`src/rtl/chip_select_pkg.sv`:
```
// Shared helpers for the chip-select router: width math and the bank index type.
package chip_select_pkg;

  localparam int unsigned MaxSelW = 8;

  // Wide enough for any supported bank count; narrower fields are zero-extended into it.
  typedef logic [MaxSelW-1:0] bank_idx_t;

  function automatic int unsigned clog2(input int unsigned n);
    int unsigned r = 0;
    for (int unsigned i = 0; i < 32; i++) begin
      if ((64'd1 << i) < 64'(n)) r = i + 1;
    end
    return r;
  endfunction

  function automatic int unsigned sel_w(input int unsigned num_banks);
    return (num_banks < 2) ? 1 : clog2(num_banks);
  endfunction

endpackage

```
`src/rtl/sel_tag_fifo.sv`:
```
// In-order FIFO of bank indices for outstanding reads; full/empty come from a registered count.
module sel_tag_fifo
  import chip_select_pkg::*;
#(
  parameter int unsigned WIDTH = 1,
  parameter int unsigned DEPTH = 4
) (
  input  logic             clk,
  input  logic             rst_n,
  input  logic             push,
  input  logic             pop,
  input  logic [WIDTH-1:0] din,
  output logic [WIDTH-1:0] dout,
  output logic             full,
  output logic             empty
);

  localparam int unsigned PtrW = clog2(DEPTH);

  logic [WIDTH-1:0] mem_q [DEPTH];
  logic [PtrW-1:0]  wr_ptr_q, wr_ptr_d, rd_ptr_q, rd_ptr_d;
  logic [PtrW:0]    cnt_q, cnt_d;
  logic             do_push, do_pop;

  assign full    = (cnt_q == (PtrW+1)'(DEPTH));
  assign empty   = (cnt_q == '0);
  assign do_push = push && !full;
  assign do_pop  = pop && !empty;
  assign dout    = mem_q[rd_ptr_q];

  // DEPTH is a power of two, so the pointers wrap naturally.
  always_comb begin
    wr_ptr_d = do_push ? wr_ptr_q + PtrW'(1) : wr_ptr_q;
    rd_ptr_d = do_pop ? rd_ptr_q + PtrW'(1) : rd_ptr_q;
    cnt_d    = cnt_q;
    unique case ({do_push, do_pop})
      2'b10:   cnt_d = cnt_q + (PtrW+1)'(1);
      2'b01:   cnt_d = cnt_q - (PtrW+1)'(1);
      default: cnt_d = cnt_q;
    endcase
  end

  always_ff @(posedge clk or negedge rst_n) begin
    if (!rst_n) begin
      wr_ptr_q <= '0;
      rd_ptr_q <= '0;
      cnt_q    <= '0;
      for (int unsigned i = 0; i < DEPTH; i++) mem_q[i] <= '0;
    end else begin
      wr_ptr_q <= wr_ptr_d;
      rd_ptr_q <= rd_ptr_d;
      cnt_q    <= cnt_d;
      if (do_push) mem_q[wr_ptr_q] <= din;
    end
  end

endmodule

```
`src/rtl/chip_select_router.sv`:
```
// Decodes request addresses to a one-hot bank select, registers the request toward the bank,
// and returns read data strictly in issue order, flagging out-of-order responses as errors.
module chip_select_router
  import chip_select_pkg::*;
#(
  parameter int unsigned ADDR_W    = 8,
  parameter int unsigned DATA_W    = 8,
  parameter int unsigned NUM_BANKS = 2,
  parameter int unsigned SEL_LSB   = 0,
  parameter int unsigned OUTST     = 4
) (
  input  logic                        clk,
  input  logic                        rst_n,
  input  logic                        req_valid,
  output logic                        req_ready,
  input  logic [ADDR_W-1:0]           req_addr,
  input  logic                        req_we,
  input  logic [DATA_W-1:0]           req_wdata,
  output logic [NUM_BANKS-1:0]        bank_cs,
  output logic [ADDR_W-1:0]           bank_addr,
  output logic                        bank_we,
  output logic [DATA_W-1:0]           bank_wdata,
  input  logic [NUM_BANKS-1:0]        bank_ready,
  input  logic [NUM_BANKS-1:0]        bank_rvalid,
  input  logic [NUM_BANKS*DATA_W-1:0] bank_rdata,
  output logic                        rsp_valid,
  output logic [DATA_W-1:0]           rsp_rdata,
  output logic                        err
);

  localparam int unsigned SEL_W = sel_w(NUM_BANKS);

  logic [NUM_BANKS-1:0] cs_q, cs_d;
  logic [ADDR_W-1:0]    addr_q, addr_d;
  logic                 we_q, we_d;
  logic [DATA_W-1:0]    wdata_q, wdata_d;
  logic                 rsp_valid_q, rsp_valid_d;
  logic [DATA_W-1:0]    rsp_rdata_q, rsp_rdata_d;
  logic                 err_q, err_d;
  logic                 init_q;

  logic [SEL_W-1:0]     tag_dout;
  logic                 tag_full, tag_empty, tag_push, tag_pop;
  bank_idx_t            req_sel, head_sel;
  logic [NUM_BANKS-1:0] req_onehot, head_mask;
  logic [DATA_W-1:0]    head_rdata;
  logic                 stage_full, fire, accept, rsp_legal, rsp_illegal;

  assign req_sel  = bank_idx_t'(req_addr[SEL_LSB +: SEL_W]);
  assign head_sel = bank_idx_t'(tag_dout);

  // head_mask stays zero when nothing is outstanding, so any rvalid then counts as illegal.
  always_comb begin
    req_onehot = '0;
    head_mask  = '0;
    head_rdata = '0;
    for (int unsigned k = 0; k < NUM_BANKS; k++) begin
      if (req_sel == bank_idx_t'(k)) req_onehot[k] = 1'b1;
      if (!tag_empty && head_sel == bank_idx_t'(k)) begin
        head_mask[k] = 1'b1;
        head_rdata   = bank_rdata[k*DATA_W +: DATA_W];
      end
    end
  end

  assign stage_full  = |cs_q;
  assign fire        = |(cs_q & bank_ready);
  assign req_ready   = init_q && (!stage_full || fire) && !tag_full;
  assign accept      = req_valid && req_ready;
  assign tag_push    = accept && !req_we;
  assign rsp_legal   = |(bank_rvalid & head_mask);
  assign rsp_illegal = |(bank_rvalid & ~head_mask);
  assign tag_pop     = rsp_legal;

  always_comb begin
    cs_d    = cs_q;
    addr_d  = addr_q;
    we_d    = we_q;
    wdata_d = wdata_q;
    if (accept) begin
      cs_d    = req_onehot;
      addr_d  = req_addr;
      we_d    = req_we;
      wdata_d = req_wdata;
    end else if (fire) begin
      cs_d = '0;
    end
    rsp_valid_d = rsp_legal;
    rsp_rdata_d = rsp_legal ? head_rdata : rsp_rdata_q;
    err_d       = err_q | rsp_illegal;
  end

  always_ff @(posedge clk or negedge rst_n) begin
    if (!rst_n) begin
      cs_q        <= '0;
      addr_q      <= '0;
      we_q        <= 1'b0;
      wdata_q     <= '0;
      rsp_valid_q <= 1'b0;
      rsp_rdata_q <= '0;
      err_q       <= 1'b0;
      init_q      <= 1'b0;
    end else begin
      cs_q        <= cs_d;
      addr_q      <= addr_d;
      we_q        <= we_d;
      wdata_q     <= wdata_d;
      rsp_valid_q <= rsp_valid_d;
      rsp_rdata_q <= rsp_rdata_d;
      err_q       <= err_d;
      init_q      <= 1'b1;
    end
  end

  sel_tag_fifo #(
    .WIDTH (SEL_W),
    .DEPTH (OUTST)
  ) u_tag_fifo (
    .clk   (clk),
    .rst_n (rst_n),
    .push  (tag_push),
    .pop   (tag_pop),
    .din   (req_addr[SEL_LSB +: SEL_W]),
    .dout  (tag_dout),
    .full  (tag_full),
    .empty (tag_empty)
  );

  assign bank_cs    = cs_q;
  assign bank_addr  = addr_q;
  assign bank_we    = we_q;
  assign bank_wdata = wdata_q;
  assign rsp_valid  = rsp_valid_q;
  assign rsp_rdata  = rsp_rdata_q;
  assign err        = err_q;

endmodule

```
`config.mk`:
```
export PLATFORM = sky130hd
export DESIGN_NAME = chip_select_router
export DESIGN_NICKNAME = d
export VERILOG_FILES = /design/src/rtl/chip_select_pkg.sv /design/src/rtl/sel_tag_fifo.sv /design/src/rtl/chip_select_router.sv
export SDC_FILE = /design/constraint.sdc
export NUM_CORES = 1
export LEC_CHECK = 0
export CAP_MARGIN = 25
export CORE_MARGIN = 4
export CORE_UTILIZATION = 44
export DETAILED_ROUTE_END_ITERATION = 8
export PLACE_DENSITY = 0.85
export SETUP_SLACK_MARGIN = 0.3
export SKIP_CTS_REPAIR_TIMING = 1
export SYNTH_ARGS = -nofsm -noshare
export SYNTH_HDL_FRONTEND = slang
export SYNTH_SLANG_ARGS = --single-unit
```
`constraint.sdc`:
```
create_clock -name clk -period 2.61 [get_ports clk]
set_input_delay 0.261 -clock clk [delete_from_list [all_inputs] [get_ports clk]]
set_output_delay 0.261 -clock clk [all_outputs]
set_load 0.05 [all_outputs]
```
==> flow_summary.yaml, run 1 <==
status:
  outcome: "complete, no violations"
setup_path:
  worstPathArrival_ns: 2.59
  critPathKind: "flop to flop"
  critPathMaxFanout: 3
  cp-start-kind: "flop"
  end_kind: "flop"
  required_ns: 2.83
global_routing:
  grt_pass1_vias: 1375
  grt_use_met3: 0.0397
  grt_use_met2: 0.268
  grt_pass1_wl_mm: 6.59
  grt_use_total: 0.164
  busiest_layer: "met2"
  antenna_found_initial: 0
  grt.met1_usage: 0.194
  grt_overflow: 0
  grt_max_degree: 42
flow_run:
  cap_violations: 0
layout:
  regArea_um2: 1030
  antenna_cells: 0
  multi_input_area_um2: 811
  final.fill_count: 296
  layout.nets: 265
  area_growth_pct: 48.8
  utilization: 0.687
  drive_above_1_share: 0.214
  fin_cells: 270
clock_network:
  clock-sinks: 41
  tritoncts: "built"
  cts_max_level: 2
  clock_path_buffers: 2
  root_buffer: "clkbuf_8"
  clk_latency_ns: 0.29
  clk_pin_slew_ns: 0.08
  numCtsBuffers: 5
pwr:
  p_int_w: 0.00218
  swShare: 0.445
  power_frac_clock: 0.133
  peakVddDrop_uv: 595
  power.switching_w: 0.00175
  comb_power_share: 0.583
  power_frac_seq: 0.283
  powerDensity_nw_per_um2: 1410
  leakage_nw: 1.18
timing:
  post-route-period-util: 0.908
  post-route-min-period_ns: 2.37
  worstMarginPinSlew_ns: 0.894
  slew_headroom: 0.404
  hold_ws_ns: 0.0828
  fin_skew_ns: 0.00499
  setup_viol: 0
  fmax_mhz: 422
  rsz0062_at_grt: "true"
  hold_viol: 0
  tns_ns: 0
  slew_viol_final: 0
placed_design:
  dp_cells: 260
  hpwl_mm: 3.11
  place.port_buffers: 69
  place.gp.congestion: 0.748
synthesis:
  synth_seq_cells: 41
  synth_flop_cell: "dfrtp_1"
  synth_cells: 142
  synth_area_um2: 1870
  avgSynthCellArea_um2: 13.2
  synth_cell_types: 31
  synthesis.nets: 188
  seq_area_frac_synth: 0.547
  synth_top_cell_by_area: "dfrtp_1"
  synth.top_cell.area_share: 0.547
  synthTopCellsByArea: "dfrtp_1, mux2_2, mux2i_1"
  synth_edf_count: 0
  yosysMostFrequentCell: "dfrtp_1"
  synthTopCellsByCount: "dfrtp_1, mux2_2, o21ai_0"
  yosysWarningCount: 0
  synthArstFlopShare: 1.00
routing:
  routedWlPerCell_um: 15.4
  avgViaCountPerCell: 5.05
  drc: 0
  ant_nets: 0
  vias: 1363
  drtPass1Iterations: 4
  first_iter_violations: 86
  drt-total-wl_mm: 4.16
die:
  placementRows: 23
  die_area_um2: 5370
  die_x_um: 73.3
  design.core.area_um2: 4060
  io_pins: 70
  start_util: 0.462
  fp.dieH_um: 73.3
hold_path:
  hold_class: "primary input to async pin"
## state kept, by name, summed over array words and instances, names as in the netlist
signal,cells
bank_addr,8
bank_wdata,8
rsp_rdata,8
u_tag_fifo.mem_q,4
u_tag_fifo.cnt_q,3
bank_cs,2
u_tag_fifo.rd_ptr_q,2
u_tag_fifo.wr_ptr_q,2
bank_we,1
err,1
init_q,1
rsp_valid,1
## layout by cell type, fill, tap and decap left out, types with 2 or more instances in the layout
cell type / Yosys / layout
clkdlybuf4s50_1: 0 / 67
dfrtp_1: 41 / 39
mux2_2: 20 / 20
o21ai_0: 10 / 10
mux2i_1: 9 / 9
o31ai_1: 8 / 8
inv_1: 7 / 7
buf_4: 2 / 7
clkbuf_8: 0 / 6
nor3b_1: 5 / 5
nor2_1: 5 / 4
xor2_1: 4 / 4
ha_1: 5 / 4
nand2_1: 3 / 3
xnor2_1: 2 / 2
nand3b_1: 2 / 2
dfrtp_2: 0 / 2
## metrics by stage
step	power, W	cell area [µm²]	setup slack [ns]
detailed placement	0.00338	2640	0.153
CTS	0.00392	2760	0.127
global route	0.00416	2790	0.143
global placement	0.00330	2640	0.260
finish	0.00394	2790	0.240
floorplan	0.00266	1880	0.279
## kinds of logic after synthesis
| logic type | synth area share |
|---|---|
| adder cells (fa/ha/maj) | 0.0441 |
| multiplexers | 0.198 |
| XOR/XNOR | 0.0280 |
| flip-flops | 0.547 |
| AND/OR/NAND/NOR | 0.0574 |
| other | 0.00200 |
| AO/OA/AOI/OAI | 0.0881 |
| buffers and inverters | 0.0347 |
## layer usage
metal	wire, µm	vias up	part of all wire
li1	-	655	-
met1	1630	661	0.39
met2	2150	38	0.52
met3	240	9	0.058
met4	129	0	0.031
met5	0	-	0
## final cells by class
cell class,instances,share of cell area
timing repair buffer,76,0.266
clock inverter,2,0.0135
multi-input combinational,88,0.291
sequential,41,0.369
inverter,7,0.00942
tap,50,0.0224
clock buffer,6,0.0296
## final timing paths
check,start,endpoint,slack [ns],depth (start not counted)
worst max register to register,u_tag_fifo.rd_ptr_q[0]$_DFFE_PN0P_,u_tag_fifo.cnt_q[2]$_DFFE_PN0P_,0.24,9
worst min-delay path,rst_n,bank_we$_DFFE_PN0N_,0.08,1
max in group asynchronous,rst_n,bank_cs[0]$_DFFE_PN0P_,1.92,1
min in group clk,bank_wdata[5]$_DFFE_PN0N_,bank_wdata[5]$_DFFE_PN0N_,0.50,1
worst max-delay path,u_tag_fifo.rd_ptr_q[0]$_DFFE_PN0P_,u_tag_fifo.cnt_q[2]$_DFFE_PN0P_,0.24,9
worst min register to register,bank_wdata[5]$_DFFE_PN0N_,bank_wdata[5]$_DFFE_PN0N_,0.50,1
## critical path, cell delays in order, from the launching register on
cell	delay, ns
dfrtp_1	0.40
mux4_2	0.57
mux2i_4	0.22
nor2_4	0.15
ha_4	0.15
inv_1	0.05
fa_2	0.33
xor2_1	0.15
nor2_1	0.13
xor2_1	0.16
## power groups by stage
stage               combinational, W  sequential [W]  clock [W]
CTS                          0.00226         0.00112   0.000535
detailed placement           0.00225         0.00113          0
global placement             0.00219         0.00111          0
floorplan                   0.000821         0.00184          0
finish                       0.00230         0.00112   0.000526
global route                 0.00245         0.00116   0.000554
Note: power is estimated with default switching activity, not from simulation.
==> run 2: changes to the inputs <==
CORE_UTILIZATION = 40   (was 44)
CTS_CLUSTER_SIZE = 8   (was not set)
PLACE_DENSITY = 0.81   (was 0.85)
clock period = 2.1 ns   (was 2.61 ns; I/O delays follow)
==> run 2 against run 1 <==
Against the previous run: the run now ends with negative setup slack left; die area rose by 8.9%; worst setup slack got worse by 0.43 ns; register-to-register slack got worse by 0.43 ns; total power rose by 31%; count of clock-buffer cells in the layout fell by 1; via count rose by 3.3%; non-clock buffer count rose by 10; critical endpoint unchanged; utilization fell by 1.7 points; hold slack improved by 0.24 ns; sequential share of layout area fell by 2.4 points; combinational power rose by 42%; largest power group unchanged; sequential power rose by 24%.
==> flow_summary.yaml, run 2 (synthesis gave the netlist of run 1 again) <==
status:
  outcome: "finished with violations"
  failed_checks: "negative setup slack"
layout:
  antenna_cells: 0
  area_growth_pct: 58.9
  drive_above_1_share: 0.326
  layout_commonest_cell: "clkdlybuf4s50_1"
  final.fill_count: 325
  layout.nets: 275
  final_cell_mix: "clkdlybuf4s50_1, dfrtp_1, mux2_2"
setup_path:
  critPathMaxStageDelay_ns: 0.57
  critical-path-top-delay-family: "multiplexers"
  critPathBufInv: 1
  cp-start-kind: "flop"
  slowest_stage: "mux4_2"
  required_ns: 2.32
  cp_cell_sequence: "mux4_2, mux2i_4, nor2_4, ha_4, inv_2, fa_2, xor2_1, nor2_1, xor2_1"
  cp-startpoint: "u_tag_fifo.rd_ptr_q[0]$_DFFE_PN0P_"
  critPathMostFrequentCell: "xor2_1"
  critPathKind: "flop to flop"
  rr_startpoint: "u_tag_fifo.rd_ptr_q[0]$_DFFE_PN0P_"
  critPathMaxFanout: 2
  end_kind: "flop"
  worstPathArrival_ns: 2.51
clock_network:
  cts_max_level: 2
  clock-sinks: 41
  clk_latency_ns: 0.29
  clk_pin_slew_ns: 0.08
  tritoncts: "built"
  clock_path_buffers: 2
  numCtsBuffers: 5
  root_buffer: "clkbuf_8"
pwr:
  power_frac_clock: 0.096
  power.switching_w: 0.00234
  comb_power_share: 0.634
  leakage_nw: 1.25
  powerDensity_nw_per_um2: 1730
  swShare: 0.455
  total_power_w: 0.00515
  p_int_w: 0.00280
  power_frac_seq: 0.270
  peakVddDrop_uv: 1060
timing:
  fmax_mhz: 436
  fin_skew_ns: 0.00368
  hold_viol: 0
  worstMarginPinSlew_ns: 0.514
  post-route-min-period_ns: 2.29
  slew_viol_final: 0
  fin_ws_ns: -0.192
  slew_headroom: 0.656
  post-route-period-util: 1.09
  rsz0062_at_grt: "true"
  setup_viol: 2
global_routing:
  grt_pass1_wl_mm: 6.86
  grt_use_total: 0.146
  grt_overflow: 0
  grt_pass1_vias: 1418
  grt_max_degree: 31
  antenna_found_initial: 0
routing:
  ant_nets: 0
  drc: 0
  vias: 1408
  drt-total-wl_mm: 4.19
  avgViaCountPerCell: 4.99
  drtPass1Iterations: 4
  first_iter_violations: 36
  routedWlPerCell_um: 14.9
die:
  start_util: 0.422
  die_area_um2: 5840
  fp.dieH_um: 76.5
  die_x_um: 76.5
  io_pins: 70
  placementRows: 24
  design.core.area_um2: 4440
placed_design:
  place.gp.congestion: 0.673
  dpl_worst_slack_ns: -0.245
  place.port_buffers: 69
  hpwl_mm: 3.11
flow_run:
  cap_violations: 0
hold_path:
  hold_class: "primary input to async pin"
[run 2: cell types whose count changed in the layout (fill, tap and decap cells not counted), sizes merged]
cell / previous run / this run
buf: 8 / 18
dlymetal6s2s: 1 / 0
bufinv: 1 / 0
clkbuf: 6 / 5
clkinv: 0 / 2
dlygate4sd3: 0 / 1
[run 2: layout make-up]
type                       count  area [µm²]  area share
clock buffer                   5        68.8      0.0231
clock inverter                 3        17.5     0.00588
inverter                       7        26.3     0.00882
multi-input combinational     88         922       0.310
sequential                    41        1030       0.345
tap                           52        65.1      0.0218
timing repair buffer          86         851       0.286
[run 2: power by group through the flow]
stage	clock, W	sequential, W	combinational, W
2_1_floorplan	0	0.00229	0.00105
3_3_place_gp	0	0.00136	0.00290
3_5_place_dp	0	0.00138	0.00296
4_1_cts	0.000512	0.00137	0.00297
5_1_grt	0.000547	0.00144	0.00346
6_report	0.000496	0.00139	0.00326
[run 2: final timing paths]
kind | depth (start not counted) | end | slack [ns]
min in group clk | 1 | err$_DFF_PN0_ | 0.49
setup / recovery | 9 | u_tag_fifo.cnt_q[2]$_DFFE_PN0P_ | -0.19
hold / removal | 2 | u_tag_fifo.cnt_q[2]$_DFFE_PN0P_ | 0.32
hold reg to reg | 1 | err$_DFF_PN0_ | 0.49
max in group asynchronous | 3 | bank_we$_DFFE_PN0N_ | 1.12
setup reg to reg | 9 | u_tag_fifo.cnt_q[2]$_DFFE_PN0P_ | -0.19
[run 2: through the flow]
stage	utilization	setup TNS [ns]	area, µm²	std cells	hold slack [ns]
floorplan	-	-0.240	1900	142	-0.0856
global placement	0.613	-0.169	2720	270	0.0962
detailed placement	0.613	-0.331	2720	270	0.102
CTS	0.632	-0.353	2810	278	-0.222
global route	0.670	-0.442	2980	282	0.335
finish	0.670	-0.241	2980	282	0.321
[run 2: routing by layer]
metal,GRT usage,routed length [µm],vias to the layer above
met5,0,0,-
met4,0.0652,76,0
met3,0.0366,164,6
met2,0.252,2230,34
met1,0.170,1730,690
li1,-,-,678
